--- config.mk ---
export PLATFORM = sky130hd
export DESIGN_NAME = aes_ct_collector_flat
export DESIGN_NICKNAME = d
export VERILOG_FILES = /design/src/rtl/aes_ct_collector_pkg.sv /design/src/rtl/aes_ct_collector_if.sv /design/src/rtl/aes_ct_collector_slot_buf.sv /design/src/rtl/aes_ct_collector.sv /design/src/flat_wrapper.sv
export SDC_FILE = /design/constraint.sdc
export NUM_CORES = 1
export LEC_CHECK = 0
export BUFFER_PORTS_ARGS = -buffer_cell sky130_fd_sc_hd__buf_2
export CAP_MARGIN = 15
export CORE_ASPECT_RATIO = 1.1
export CORE_MARGIN = 2
export CORE_UTILIZATION = 56
export CTS_CLUSTER_DIAMETER = 50
export DETAILED_ROUTE_END_ITERATION = 8
export PLACE_DENSITY = 0.87
export RECOVER_POWER = 50
export SLEW_MARGIN = 0
export SYNTH_ARGS = -nofsm -noshare
export SYNTH_HDL_FRONTEND = slang
export SYNTH_SLANG_ARGS = --single-unit
--- constraint.sdc ---
create_clock -name clk -period 2.2 [get_ports clk]
set_input_delay 0 -clock clk [delete_from_list [all_inputs] [get_ports clk]]
set_output_delay 0 -clock clk [all_outputs]
set_load 0.1 [all_outputs]
--- src/rtl/aes_ct_collector_pkg.sv ---
// aes_ct_pkg: shared widths, collector state type and beat-count helper.
package aes_ct_pkg;

   localparam int AES_BLOCK_W = 128;
   localparam int AES_BEAT_W  = 16;

   typedef enum logic {CT_IDLE, CT_COLLECT} ct_state_e;

   function automatic int beats_f(input int block_w, input int beat_w);
      return block_w / beat_w;
   endfunction

endpackage

--- src/rtl/aes_ct_collector_if.sv ---
// aes_ct_if: beat input, block handshake and status bundle of the ciphertext collector.
interface aes_ct_if
   import aes_ct_pkg::*;
#(
   parameter int BEAT_W  = AES_BEAT_W,
   parameter int BLOCK_W = AES_BLOCK_W
) ();

   logic               done;
   logic [BEAT_W-1:0]  ct_in;
   logic               ct_valid;
   logic [BLOCK_W-1:0] ct_data;
   logic               ct_ready;
   logic               full;
   logic               err;
   logic               err_clr;

   modport master (output done, ct_in, ct_ready, err_clr, input ct_valid, ct_data, full, err);
   modport slave  (input done, ct_in, ct_ready, err_clr, output ct_valid, ct_data, full, err);

endinterface

--- src/rtl/aes_ct_collector_slot_buf.sv ---
// aes_ct_slot_buf: one-entry result slot, or a two-entry in-order FIFO when AES_CT_SKID_EN is defined.
module aes_ct_slot_buf
   import aes_ct_pkg::*;
#(
   parameter int W = AES_BLOCK_W
) (
   input  logic         clk,
   input  logic         rstn,
   input  logic         push,
   input  logic [W-1:0] din,
   input  logic         ready,
   output logic         valid,
   output logic [W-1:0] dout,
   output logic         full,
   output logic         ovf
);

   logic pop;

   assign pop = valid & ready;

`ifdef AES_CT_SKID_EN
   logic         v1;
   logic [W-1:0] d1;

   assign ovf  = push & v1 & ~pop;
   assign full = v1;

   // head/tail entries; on a pop the tail moves to the head and any new block refills behind it
   always_ff @(posedge clk or negedge rstn) begin
      if (!rstn) begin
         valid <= 1'b0;
         dout  <= '0;
         v1    <= 1'b0;
         d1    <= '0;
      end else if (pop) begin
         valid <= v1 | push;
         dout  <= v1 ? d1 : push ? din : dout;
         v1    <= v1 & push;
         d1    <= (v1 & push) ? din : d1;
      end else if (push && !valid) begin
         valid <= 1'b1;
         dout  <= din;
      end else if (push && !v1) begin
         v1 <= 1'b1;
         d1 <= din;
      end
   end
`else
   assign ovf  = push & valid & ~pop;
   assign full = valid;

   // single slot: a block enters only when the slot is empty or being emptied this cycle
   always_ff @(posedge clk or negedge rstn) begin
      if (!rstn) begin
         valid <= 1'b0;
         dout  <= '0;
      end else if (push && (pop || !valid)) begin
         valid <= 1'b1;
         dout  <= din;
      end else if (pop) begin
         valid <= 1'b0;
      end
   end
`endif

endmodule

--- src/rtl/aes_ct_collector.sv ---
// aes_ct_collector: assembles done-qualified ciphertext beats into blocks; AES_CT_SKID_EN adds a second result slot.
module aes_ct_collector
   import aes_ct_pkg::*;
#(
   parameter int BEAT_W  = AES_BEAT_W,
   parameter int BLOCK_W = AES_BLOCK_W
) (
   input  logic    clk,
   input  logic    rstn,
   aes_ct_if.slave bus
);

   localparam int BEATS = beats_f(BLOCK_W, BEAT_W);
   localparam int CW    = $clog2(BEATS);
   localparam logic [CW-1:0] LAST = CW'(BEATS - 1);

   ct_state_e                 state;
   logic [CW-1:0]             bcnt;
   logic [BLOCK_W-BEAT_W-1:0] shreg;
   logic [BLOCK_W-1:0]        nxt;
   logic                      push;
   logic                      trunc;
   logic                      ovf;
   logic                      err_q;

   // shreg only keeps the earlier beats; the final beat joins them on the way into the slot
   assign nxt   = {shreg, bus.ct_in};
   assign push  = state == CT_COLLECT && bus.done && bcnt == LAST;
   assign trunc = state == CT_COLLECT && !bus.done && bcnt != '0;
   assign bus.err = err_q;

   aes_ct_slot_buf #(.W(BLOCK_W)) u_slot (
      .clk   (clk),
      .rstn  (rstn),
      .push  (push),
      .din   (nxt),
      .ready (bus.ct_ready),
      .valid (bus.ct_valid),
      .dout  (bus.ct_data),
      .full  (bus.full),
      .ovf   (ovf)
   );

   // collection FSM, beat counter, shift register and sticky error
   always_ff @(posedge clk or negedge rstn) begin
      if (!rstn) begin
         state <= CT_IDLE;
         bcnt  <= '0;
         shreg <= '0;
         err_q <= 1'b0;
      end else begin
         err_q <= (trunc || ovf) ? 1'b1 : bus.err_clr ? 1'b0 : err_q;
         if (bus.done) begin
            shreg <= nxt[BLOCK_W-BEAT_W-1:0];
            bcnt  <= (state == CT_IDLE) ? CW'(1) : (bcnt == LAST) ? '0 : bcnt + 1'b1;
            state <= CT_COLLECT;
         end else begin
            bcnt  <= '0;
            state <= CT_IDLE;
         end
      end
   end

endmodule

--- src/flat_wrapper.sv ---
// flat-port wrapper written by rule: the top's interface ports become plain ports
module aes_ct_collector_flat import aes_ct_pkg::*;
#(
   parameter int BEAT_W  = AES_BEAT_W,
   parameter int BLOCK_W = AES_BLOCK_W
)
  (clk, rstn, bus_done, bus_ct_in, bus_ct_ready, bus_err_clr, bus_ct_valid, bus_ct_data, bus_full, bus_err);
  aes_ct_if #(.BEAT_W(BEAT_W), .BLOCK_W(BLOCK_W)) bus_i ();
  input  logic clk;
  input  logic rstn;
  input wire logic [$bits(bus_i.done)-1:0] bus_done;
  input wire logic [$bits(bus_i.ct_in)-1:0] bus_ct_in;
  input wire logic [$bits(bus_i.ct_ready)-1:0] bus_ct_ready;
  input wire logic [$bits(bus_i.err_clr)-1:0] bus_err_clr;
  output wire logic [$bits(bus_i.ct_valid)-1:0] bus_ct_valid;
  output wire logic [$bits(bus_i.ct_data)-1:0] bus_ct_data;
  output wire logic [$bits(bus_i.full)-1:0] bus_full;
  output wire logic [$bits(bus_i.err)-1:0] bus_err;
  assign bus_i.done = bus_done;
  assign bus_i.ct_in = bus_ct_in;
  assign bus_i.ct_ready = bus_ct_ready;
  assign bus_i.err_clr = bus_err_clr;
  assign bus_ct_valid = bus_i.ct_valid;
  assign bus_ct_data = bus_i.ct_data;
  assign bus_full = bus_i.full;
  assign bus_err = bus_i.err;
  aes_ct_collector #(.BEAT_W(BEAT_W), .BLOCK_W(BLOCK_W)) u_core (.clk(clk), .rstn(rstn), .bus(bus_i));
endmodule
==> flow_metrics.py, run 1 <==
metrics = {
    "run_status": {
        "status": "finished, violations left",
        "violations": "capacitance limit, slew limit",
    },
    "clock_network": {
        "h-tree-depth": 1,
        "cts.clk_slew.worst_paths_ns": 0.06,
        "cts_resized": 0,
        "cts_root_buf": "clkbuf_16",
        "clkLatencyLatePin_ns": 0.50,
        "clockBufferDepth": 3,
        "cts_hold_buf": 22,
        "cts_setup_buffers": 0,
        "tritoncts": "done",
        "cts_buffers": 24,
        "cts_sinks": 246,
    },
    "pwr": {
        "seqPwrFrac_pct": 53.7,
        "p_clk_share_pct": 37.6,
        "swShare_pct": 23.6,
        "switching_power_mw": 2.40,
        "ir_drop_mv": 0.539,
        "power_per_cell_area_nw_per_um2": 919,
        "p_comb_share_pct": 8.7,
        "internal_power_mw": 7.79,
        "leakagePower_nw": 5.74,
    },
    "setup_path": {
        "critPathCaptureType": "flop",
        "cp_num_cells": 6,
        "crit_family": "adder cells",
        "critPathBufInv": 1,
        "cp_slowest_cell": "dfrtp_1",
        "cp_slowest_stage_delay_ns": 0.38,
        "worstPathCellList": "ha_1 > ha_1 > nand3_4 > nor2b_4 > buf_4 > mux2_2",
        "crit_path_max_fanout": 20,
        "required_ns": 2.58,
        "startpoint_type": "flop",
        "r2r_slack_ns": 0.22,
        "arrival_ns": 2.36,
        "critPathKind": "reg -> reg",
        "crit_top_cell": "ha_1",
        "reg2regPathDepth": 6,
    },
    "place": {
        "place_hpwl_um": 11500,
        "gp_congestion": 0.750,
        "io_buffer_count": 151,
        "dp_cells": 867,
    },
    "global_route": {
        "overflow": 0,
        "grt_pass1_wl_um": 29800,
        "grt_pass1_vias": 5509,
        "grt_max_degree": 118,
        "antenna_found_initial": 0,
        "grt_usage_pct": 20.9,
    },
    "final_layout": {
        "nNetsFinal": 735,
        "diodes": 0,
        "finalNonFillerCells": 929,
        "drive_gt1_share_pct": 60.0,
        "syn2layout_area_growth_pct": 20.1,
    },
    "floorplan": {
        "dieArea_um2": 17500,
        "start_util_pct": 56.8,
        "num_io_pins": 152,
        "core_area_um2": 16200,
        "dieHeight_um": 139,
        "num_rows": 49,
        "chipWidth_um": 126,
    },
    "drt": {
        "met3_length_um": 857,
        "topRoutingLayerUsed": "met4",
        "vias": 5027,
        "dr.pass1.iters": 4,
        "routed_via_density": 5.41,
        "wl_met1_um": 7720,
        "final_antenna_net_count": 0,
        "drt_iter0_markers": 234,
        "dr_wl_met2_um": 8930,
        "drc": 0,
        "wl_um": 17800,
        "routedWlPerCell_um": 19.2,
    },
    "synth": {
        "synth.distinct_cells": 17,
        "yosys_warnings": 0,
        "synth_nets": 555,
        "synth.avg_cell_area_um2": 17.4,
        "ys.flop_type": "dfrtp_1",
        "syn_inst": 531,
        "synthMostInstantiatedCell": "dfrtp_1",
        "ys_seq_elements": 246,
        "synth_top_cell_by_area": "dfrtp_1",
        "synth-edff-count": 0,
        "synth.area.top_cells": "dfrtp_1 67%, mux2_2 29%, buf_6 1.6%",
        "synth_common_cells": "246 x dfrtp_1, 240 x mux2_2, 13 x buf_6, 12 x buf_2",
        "async_flop_share_pct": 100,
        "syn_area_um2": 9230,
        "ys_seq_area_share_pct": 66.7,
        "synth.top_cell.area_share_pct": 66.7,
    },
    "sta": {
        "clock_skew_ns": 0.00856,
        "rsz0062_at_grt": "no",
        "slew_headroom_pct": -10.3,
        "drv_slew": 250,
        "fin_tns_setup_ns": 0,
        "fin_crit_sh_pct": 90.2,
        "hold_viol_final": 0,
        "worstMarginPinSlew_ns": 1.66,
        "period_needed_ns": 1.98,
        "fmax_mhz": 504,
        "setup_viol_count_final": 0,
    },
    "hold_path": {
        "holdCritPathClass": "in -> reg",
        "min_delay_path_depth": 3,
    },
    "run": {
        "maxCapViolCount": 4,
    },
}
## stage by stage
stage               power (mW)  hold WS [ns]  setup WS, ns  utilization [%]  area, um^2
detailed placement        6.41       -0.0943         0.229             62.6       10200
finish                    10.2         0.276         0.216             68.2       11100
global placement          6.30        -0.102         0.347             62.6       10200
floorplan                 6.01        -0.296         0.252                -        9230
global route              10.6         0.288        0.0892             68.2       11100
CTS                       10.3        0.0783         0.210             68.6       11200
## logic make-up after synthesis
group | after synthesis | share of synthesized area (%)
buffers and inverters | 31 | 2.60
AO/OA/AOI/OAI | 2 | 0.149
AND/OR/NAND/NOR | 9 | 0.841
multiplexers | 240 | 29.3
adder cells (fa/ha/maj) | 3 | 0.407
flip-flops | 246 | 66.7
## final timing paths
kind                                            to                     from
min reg2reg                u_core.u_slot.dout[107]  u_core.u_slot.dout[107]
min                                u_core.shreg[8]             bus_ct_in[8]
max in group asynchronous   u_core.u_slot.dout[38]                     rstn
max                         u_core.u_slot.dout[68]           u_core.bcnt[0]
max reg2reg                 u_core.u_slot.dout[68]           u_core.bcnt[0]
min in group asynchronous  u_core.u_slot.dout[103]                     rstn
## worst register-to-register path, stage by stage (launching register included)
cell and delay (ns):
dfrtp_1 0.38, ha_1 0.17, ha_1 0.24, nand3_4 0.11, nor2b_4 0.26, buf_4 0.33
mux2_2 0.38
## power groups by stage
| stage | Combinational, mW | Sequential, mW | Clock (mW) |
|---|---|---|---|
| floorplan | 0.536 | 5.47 | 0 |
| global placement | 0.818 | 5.48 | 0 |
| detailed placement | 0.873 | 5.54 | 0 |
| CTS | 0.918 | 5.46 | 3.93 |
| global route | 0.965 | 5.54 | 4.12 |
| finish | 0.883 | 5.47 | 3.83 |
## placed cells by master, fill, tap and decap left out
| cell type | Yosys | final |
|---|---|---|
| nor2b_4 | 1 | 1 |
| inv_1 | 3 | 3 |
| nand3_4 | 1 | 1 |
| dlymetal6s4s_1 | 0 | 1 |
| clkbuf_8 | 0 | 6 |
| nand2b_1 | 2 | 2 |
| o221ai_1 | 1 | 1 |
| nand3b_1 | 1 | 1 |
| nand2_1 | 1 | 1 |
| and4b_1 | 1 | 1 |
| clkinv_2 | 0 | 3 |
| clkbuf_16 | 0 | 25 |
| and3_1 | 1 | 1 |
| dfrtp_1 | 246 | 246 |
| clkbuf_1 | 0 | 7 |
| buf_4 | 3 | 2 |
| ha_1 | 3 | 3 |
| clkbuf_2 | 0 | 3 |
| mux2_2 | 240 | 240 |
| and2_0 | 0 | 1 |
| buf_12 | 0 | 4 |
| dlygate4sd3_1 | 0 | 21 |
| o21ai_0 | 1 | 1 |
| buf_2 | 12 | 150 |
## area by class of cell
type                            instances  area [um^2]
Sequential cell                       246         6160
Fill cell                            1068         5160
Multi-Input combinational cell        254         2830
Timing Repair Buffer                  182         1090
Clock buffer                           37          731
Tap cell                              204          255
Clock inverter                          3         15.0
Inverter                                3         11.3
## sequential cells by signal (all words and copies together) (netlist names)
signal and cells:
u_core.bus.err 1, u_core.bcnt 3, u_core.u_slot.dout 128, u_core.shreg 112, u_core.state 1, u_core.u_slot.full 1
## routing by layer
layer | vias to the layer above | track usage (%)
li1 | 2242 | -
met1 | 2622 | 28.7
met2 | 138 | 35.1
met3 | 25 | 3.63
met4 | 0 | 4.86
met5 | - | 0
No activity file was read; power rests on OpenSTA's default activity.
==> inputs of run 2 (changes only) <==
--- a/config.mk
+++ b/config.mk
@@ -5,6 +5,7 @@
 export SDC_FILE = /design/constraint.sdc
 export NUM_CORES = 1
 export LEC_CHECK = 0
+export ABC_AREA = 1
 export BUFFER_PORTS_ARGS = -buffer_cell sky130_fd_sc_hd__buf_2
 export CAP_MARGIN = 15
 export CORE_ASPECT_RATIO = 1.1
==> flow_metrics.py, run 2 <==
metrics = {
    "final_layout": {
        "finalNonFillerCells": 1374,
        "multi_input_area_um2": 2740,
        "nNetsFinal": 1178,
        "largest_reg_flops": 128,
        "n_fill_cell": 1222,
        "final_common_cell": "nand2_1",
        "largest_registers": "u_core.u_slot.dout: 128 flops, u_core.shreg: 112 flops, u_core.bcnt: 3 flops",
        "drive_gt1_share_pct": 17.4,
        "regMostFlops": "u_core.u_slot.dout",
        "layout_common_cells": "407 x nand2_1, 246 x dfrtp_1, 149 x buf_2, 130 x nand3_1, 96 x o21ai_0",
        "syn2layout_area_growth_pct": 19.4,
        "seq_area_um2": 6160,
        "diodes": 0,
    },
    "floorplan": {
        "num_io_pins": 152,
        "dieArea_um2": 18000,
        "dieHeight_um": 140,
        "chipWidth_um": 128,
        "start_util_pct": 57.6,
        "num_rows": 49,
        "core_area_um2": 16400,
    },
    "synth": {
        "ys_seq_elements": 246,
        "synth_top_cell_by_area": "dfrtp_1",
        "synth.top_cell.area_share_pct": 65.1,
        "synth.distinct_cells": 14,
        "synth.area.top_cells": "dfrtp_1 65%, nand2_1 16%, nand3_1 6.9%",
        "yosys_warnings": 0,
        "synth.avg_cell_area_um2": 9.35,
        "syn_inst": 1012,
        "ys.flop_type": "dfrtp_1",
        "syn_area_um2": 9460,
        "synth-edff-count": 0,
        "async_flop_share_pct": 100,
        "synth_common_cells": "409 x nand2_1, 246 x dfrtp_1, 130 x nand3_1, 96 x o21ai_0, 57 x inv_1",
        "ys_seq_area_share_pct": 65.1,
        "synth_nets": 1036,
        "synthMostInstantiatedCell": "nand2_1",
    },
    "run": {
        "maxCapViolCount": 1,
    },
    "clock_network": {
        "cts_resized": 0,
        "cts.clk_slew.worst_paths_ns": 0.06,
        "tritoncts": "done",
        "clockBufferDepth": 3,
        "cts_root_buf": "clkbuf_16",
        "clkLatencyLatePin_ns": 0.50,
        "cts_sinks": 246,
        "h-tree-depth": 1,
        "cts_hold_buf": 19,
        "cts_buffers": 24,
        "cts_setup_buffers": 0,
    },
    "place": {
        "gp_congestion": 0.780,
        "io_buffer_count": 151,
        "place_ws_ns": 0.466,
        "place_hpwl_um": 13400,
        "dp_cells": 1313,
    },
    "drt": {
        "vias": 7419,
        "drt_iter0_markers": 568,
        "drc": 0,
        "dr_wl_met2_um": 11000,
        "topRoutingLayerUsed": "met4",
        "final_antenna_net_count": 0,
        "wl_um": 21900,
        "routed_via_density": 5.40,
        "wl_met1_um": 9110,
        "routedWlPerCell_um": 15.9,
        "met3_length_um": 1190,
        "dr.pass1.iters": 8,
    },
    "pwr": {
        "power_per_cell_area_nw_per_um2": 865,
        "p_total_mw": 9.77,
        "leakagePower_nw": 6.39,
        "ir_drop_mv": 0.576,
    },
    "setup_path": {
        "crit_path_max_fanout": 43,
        "critPathCaptureType": "flop",
        "startpoint_type": "input pin",
        "reg2regPathDepth": 7,
        "required_ns": 2.51,
        "critPathKind": "in -> reg",
        "arrival_ns": 2.11,
    },
    "global_route": {
        "grt_pass1_vias": 7186,
        "grt_pass1_wl_um": 35800,
        "overflow": 0,
        "grt_max_degree": 131,
        "grt_usage_pct": 24.5,
        "antenna_found_initial": 0,
    },
    "sta": {
        "clock_skew_ns": 0.00755,
        "worstMarginPinSlew_ns": 1.57,
        "slew_headroom_pct": -4.68,
        "fin_hold_ws_ns": 0.0395,
        "fin_tns_setup_ns": 0,
        "rsz0062_at_grt": "no",
        "fin_crit_sh_pct": 81.8,
        "fmax_mhz": 555,
        "setup_viol_count_final": 0,
        "setup_slack_ns": 0.400,
        "drv_slew": 44,
        "period_needed_ns": 1.80,
        "hold_viol_final": 0,
    },
    "run_status": {
        "violations": "capacitance limit, slew limit",
        "status": "finished, violations left",
    },
    "hold_path": {
        "holdCritPathClass": "in -> async",
    },
}
[run 2: changes by cell type after synthesis, moves of 12 or more]
cell      before  now
buf_6         13    1
buf_4          3   24
mux2_2       240    0
nand2_1        1  409
inv_1          3   57
clkbuf_1       0   24
o21ai_0        1   96
nand3_1        0  130
[run 2: worst max-delay path, cell delays in order]
cell	delay [ns]
dlygate4sd3_1	0.53
buf_4	0.14
clkbuf_1	1.14
o21ai_0	0.28
[run 2: path summary, 6_finish.rpt]
check                                         from                       to  slack (ns)
max in group asynchronous                     rstn    u_core.u_slot.dout[3]        0.59
min reg2reg                u_core.u_slot.dout[124]  u_core.u_slot.dout[124]        0.46
min                                           rstn  u_core.u_slot.dout[115]        0.04
min in group clk                      bus_ct_ready   u_core.u_slot.dout[95]        0.12
max                                       bus_done         u_core.shreg[62]        0.40
max reg2reg                         u_core.bcnt[0]   u_core.u_slot.dout[17]        0.41
[run 2: where the power goes]
| group | switching, mW | total (mW) | internal, mW |
|---|---|---|---|
| Clock | 1.66 | 4.14 | 2.48 |
| Combinational | 0.434 | 0.603 | 0.170 |
| Sequential | 0.214 | 5.02 | 4.81 |
| Total | 2.31 | 9.77 | 7.46 |
[run 2: metal layers]
metal  up-vias  track usage, %
met5         -               0
met2       233            41.8
li1       3484               -
met4         0            8.27
met3        38            3.74
met1      3664            32.5
[run 2: logic make-up after synthesis]
logic type,after synthesis,synth area share (%)
buffers and inverters,124,6.15
DFF,246,65.1
AOI/OAI and AO/OA,97,5.13
adders and majority gates,3,0.397
and+or+nand+nor,542,23.3
[run 2: area by class of cell]
| type | instances | share of cell area (%) |
|---|---|---|
| Multi-Input combinational cell | 642 | 24.3 |
| Inverter | 57 | 1.91 |
| Clock inverter | 8 | 0.886 |
| Tap cell | 204 | 2.26 |
| Clock buffer | 34 | 6.28 |
| Timing Repair Buffer | 183 | 9.88 |
| Sequential cell | 246 | 54.5 |
[run 2: through the flow]
step	cell area, um^2	utilization, %
global placement	10300	62.9
global route	11300	68.7
finish	11300	68.7
floorplan	9460	-
CTS	11300	69.0
detailed placement	10300	62.9
==> inputs of run 3 (changes only) <==
==> constraint.sdc (replaced) <==
create_clock -name clk -period 1.82 [get_ports clk]
set_input_delay 0 -clock clk [delete_from_list [all_inputs] [get_ports clk]]
set_output_delay 0 -clock clk [all_outputs]
set_load 0.1 [all_outputs]
==> flow_metrics.py, run 3 (same netlist as run 2, synthesis figures left out) <==
metrics = {
    "drt": {
        "routed_via_density": 5.44,
        "vias": 7503,
        "final_antenna_net_count": 0,
        "dr.pass1.iters": 5,
        "wl_um": 22900,
        "drc": 0,
        "drt_iter0_markers": 703,
        "routedWlPerCell_um": 16.6,
    },
    "global_route": {
        "overflow": 0,
        "grt_pass1_wl_um": 37700,
        "grtUsageMet2_pct": 44.2,
        "antenna_found_initial": 0,
        "use_met1_pct": 35.0,
        "grt-busiest-layer": "met2",
        "met3_usage_pct": 4.09,
        "grt_usage_pct": 26.2,
        "grt_pass1_vias": 7381,
        "grt_max_degree": 64,
    },
    "clock_network": {
        "clkLatencyLatePin_ns": 0.51,
        "cts_root_buf": "clkbuf_16",
        "tritoncts": "done",
        "cts_buffers": 24,
        "h-tree-depth": 1,
        "clockBufferDepth": 3,
        "cts.clk_slew.worst_paths_ns": 0.07,
        "cts_sinks": 246,
    },
    "setup_path": {
        "crit_family": "flip-flops",
        "critPathKind": "reg -> reg",
        "r2r_slack_ns": 0.20,
        "critPathCaptureType": "flop",
        "cp_num_cells": 8,
        "crit_path_max_fanout": 60,
        "startpoint_type": "flop",
        "timing.critical_path.to": "u_core.u_slot.dout[2]",
        "reg2reg_to": "u_core.u_slot.dout[2]",
        "worstPathCellList": "ha_1 > ha_1 > inv_1 > nor2_4 > nand2_4 > buf_12 > nand2_1 > nand2_1",
        "cp_slowest_cell": "dfrtp_1",
        "crit_start": "u_core.bcnt[0]",
        "cp_slowest_stage_delay_ns": 0.38,
        "reg2regPathDepth": 8,
        "r2r-start": "u_core.bcnt[0]",
        "arrival_ns": 2.08,
        "required_ns": 2.27,
        "critPathBufInv": 2,
    },
    "pwr": {
        "p_total_mw": 11.6,
        "p_clk_share_pct": 41.5,
        "swShare_pct": 23.9,
        "p_comb_share_pct": 6.4,
        "switching_power_mw": 2.78,
        "leakagePower_nw": 6.41,
        "power_per_cell_area_nw_per_um2": 1030,
        "ir_drop_mv": 0.674,
        "internal_power_mw": 8.86,
        "seqPwrFrac_pct": 52.2,
    },
    "sta": {
        "fin_hold_ws_ns": -0.00258,
        "worstMarginPinSlew_ns": 1.08,
        "hold_viol_final": 3,
        "period_needed_ns": 1.62,
        "fmax_mhz": 615,
        "fin_tns_setup_ns": 0,
        "setup_viol_count_final": 0,
        "drv_slew": 0,
        "rsz0062_at_grt": "no",
        "clock_skew_ns": 0.00932,
        "setup_slack_ns": 0.195,
        "slew_headroom_pct": 28.0,
        "fin_crit_sh_pct": 89.3,
    },
    "floorplan": {
        "num_rows": 49,
        "num_io_pins": 152,
        "chipWidth_um": 128,
        "dieHeight_um": 140,
        "core_area_um2": 16400,
        "dieArea_um2": 18000,
        "start_util_pct": 57.6,
    },
    "run_status": {
        "status": "finished, violations left",
        "violations": "hold timing",
    },
    "place": {
        "io_buffer_count": 151,
        "dp_cells": 1319,
        "place_hpwl_um": 14300,
        "gp_congestion": 0.770,
        "place_ws_ns": 0.239,
        "place_area_um2": 10400,
    },
    "final_layout": {
        "drive_gt1_share_pct": 17.7,
        "finalNonFillerCells": 1379,
        "final_common_cell": "nand2_1",
        "syn2layout_area_growth_pct": 19.4,
        "nNetsFinal": 1185,
        "n_fill_cell": 1223,
        "regMostFlops": "u_core.u_slot.dout",
        "stdcell_area_um2": 11300,
        "diodes": 0,
        "largest_reg_flops": 128,
        "final_util_pct": 68.7,
        "layout_common_cells": "407 x nand2_1, 246 x dfrtp_1, 151 x buf_2, 130 x nand3_1, 96 x o21ai_0",
        "largest_registers": "u_core.u_slot.dout: 128 flops, u_core.shreg: 112 flops, u_core.bcnt: 3 flops",
    },
    "hold_path": {
        "holdCritPathClass": "in -> async",
    },
    "run": {
        "maxCapViolCount": 0,
    },
}
==> run 3: how the worst min path moves through the flow <==
stage	startpoint	to	slack, ns	cells after the start
5_1_grt	rstn	u_core.u_slot.dout[83]	0.02	2
3_3_place_gp	rstn	u_core.u_slot.dout[116]	-0.05	1
2_1_floorplan	rstn	u_core.bcnt[0]	-0.30	0
3_5_place_dp	rstn	u_core.u_slot.dout[116]	-0.05	1
4_1_cts	rstn	u_core.u_slot.dout[116]	0.01	2
6_report	rstn	u_core.u_slot.dout[116]	-0.003	2
==> run 3: power by group through the flow <==
stage	Combinational [mW]	Clock (mW)	Sequential, mW
6_report	0.740	4.82	6.07
3_3_place_gp	0.685	0	6.13
3_5_place_dp	0.721	0	6.15
4_1_cts	0.763	4.89	6.06
5_1_grt	0.843	5.15	6.11
2_1_floorplan	0.333	0	6.18
==> run 3: metal layers <==
metal | wire length (um) | share of wire (%)
met4 | 671 | 2.9
met2 | 11700 | 51
met1 | 9100 | 40
met3 | 1460 | 6.4
met5 | 0 | 0
==> run 3: layout make-up <==
type	count	area (um^2)	share of cell area, %
Inverter	57	215	1.91
Clock buffer	34	709	6.28
Tap cell	204	255	2.26
Multi-Input combinational cell	642	2740	24.3
Timing Repair Buffer	190	1160	10.2
Sequential cell	246	6160	54.5
Clock inverter	6	58.8	0.521
==> run 3: timing repair <==
| item | 4_1_cts | 5_1_grt |
|---|---|---|
| buffers inserted | 0 | 0 |
| hold buffers | 20 | 0 |
| endpoints found under the hold margin | 286 | 0 |
| resized for setup | 0 | 0 |
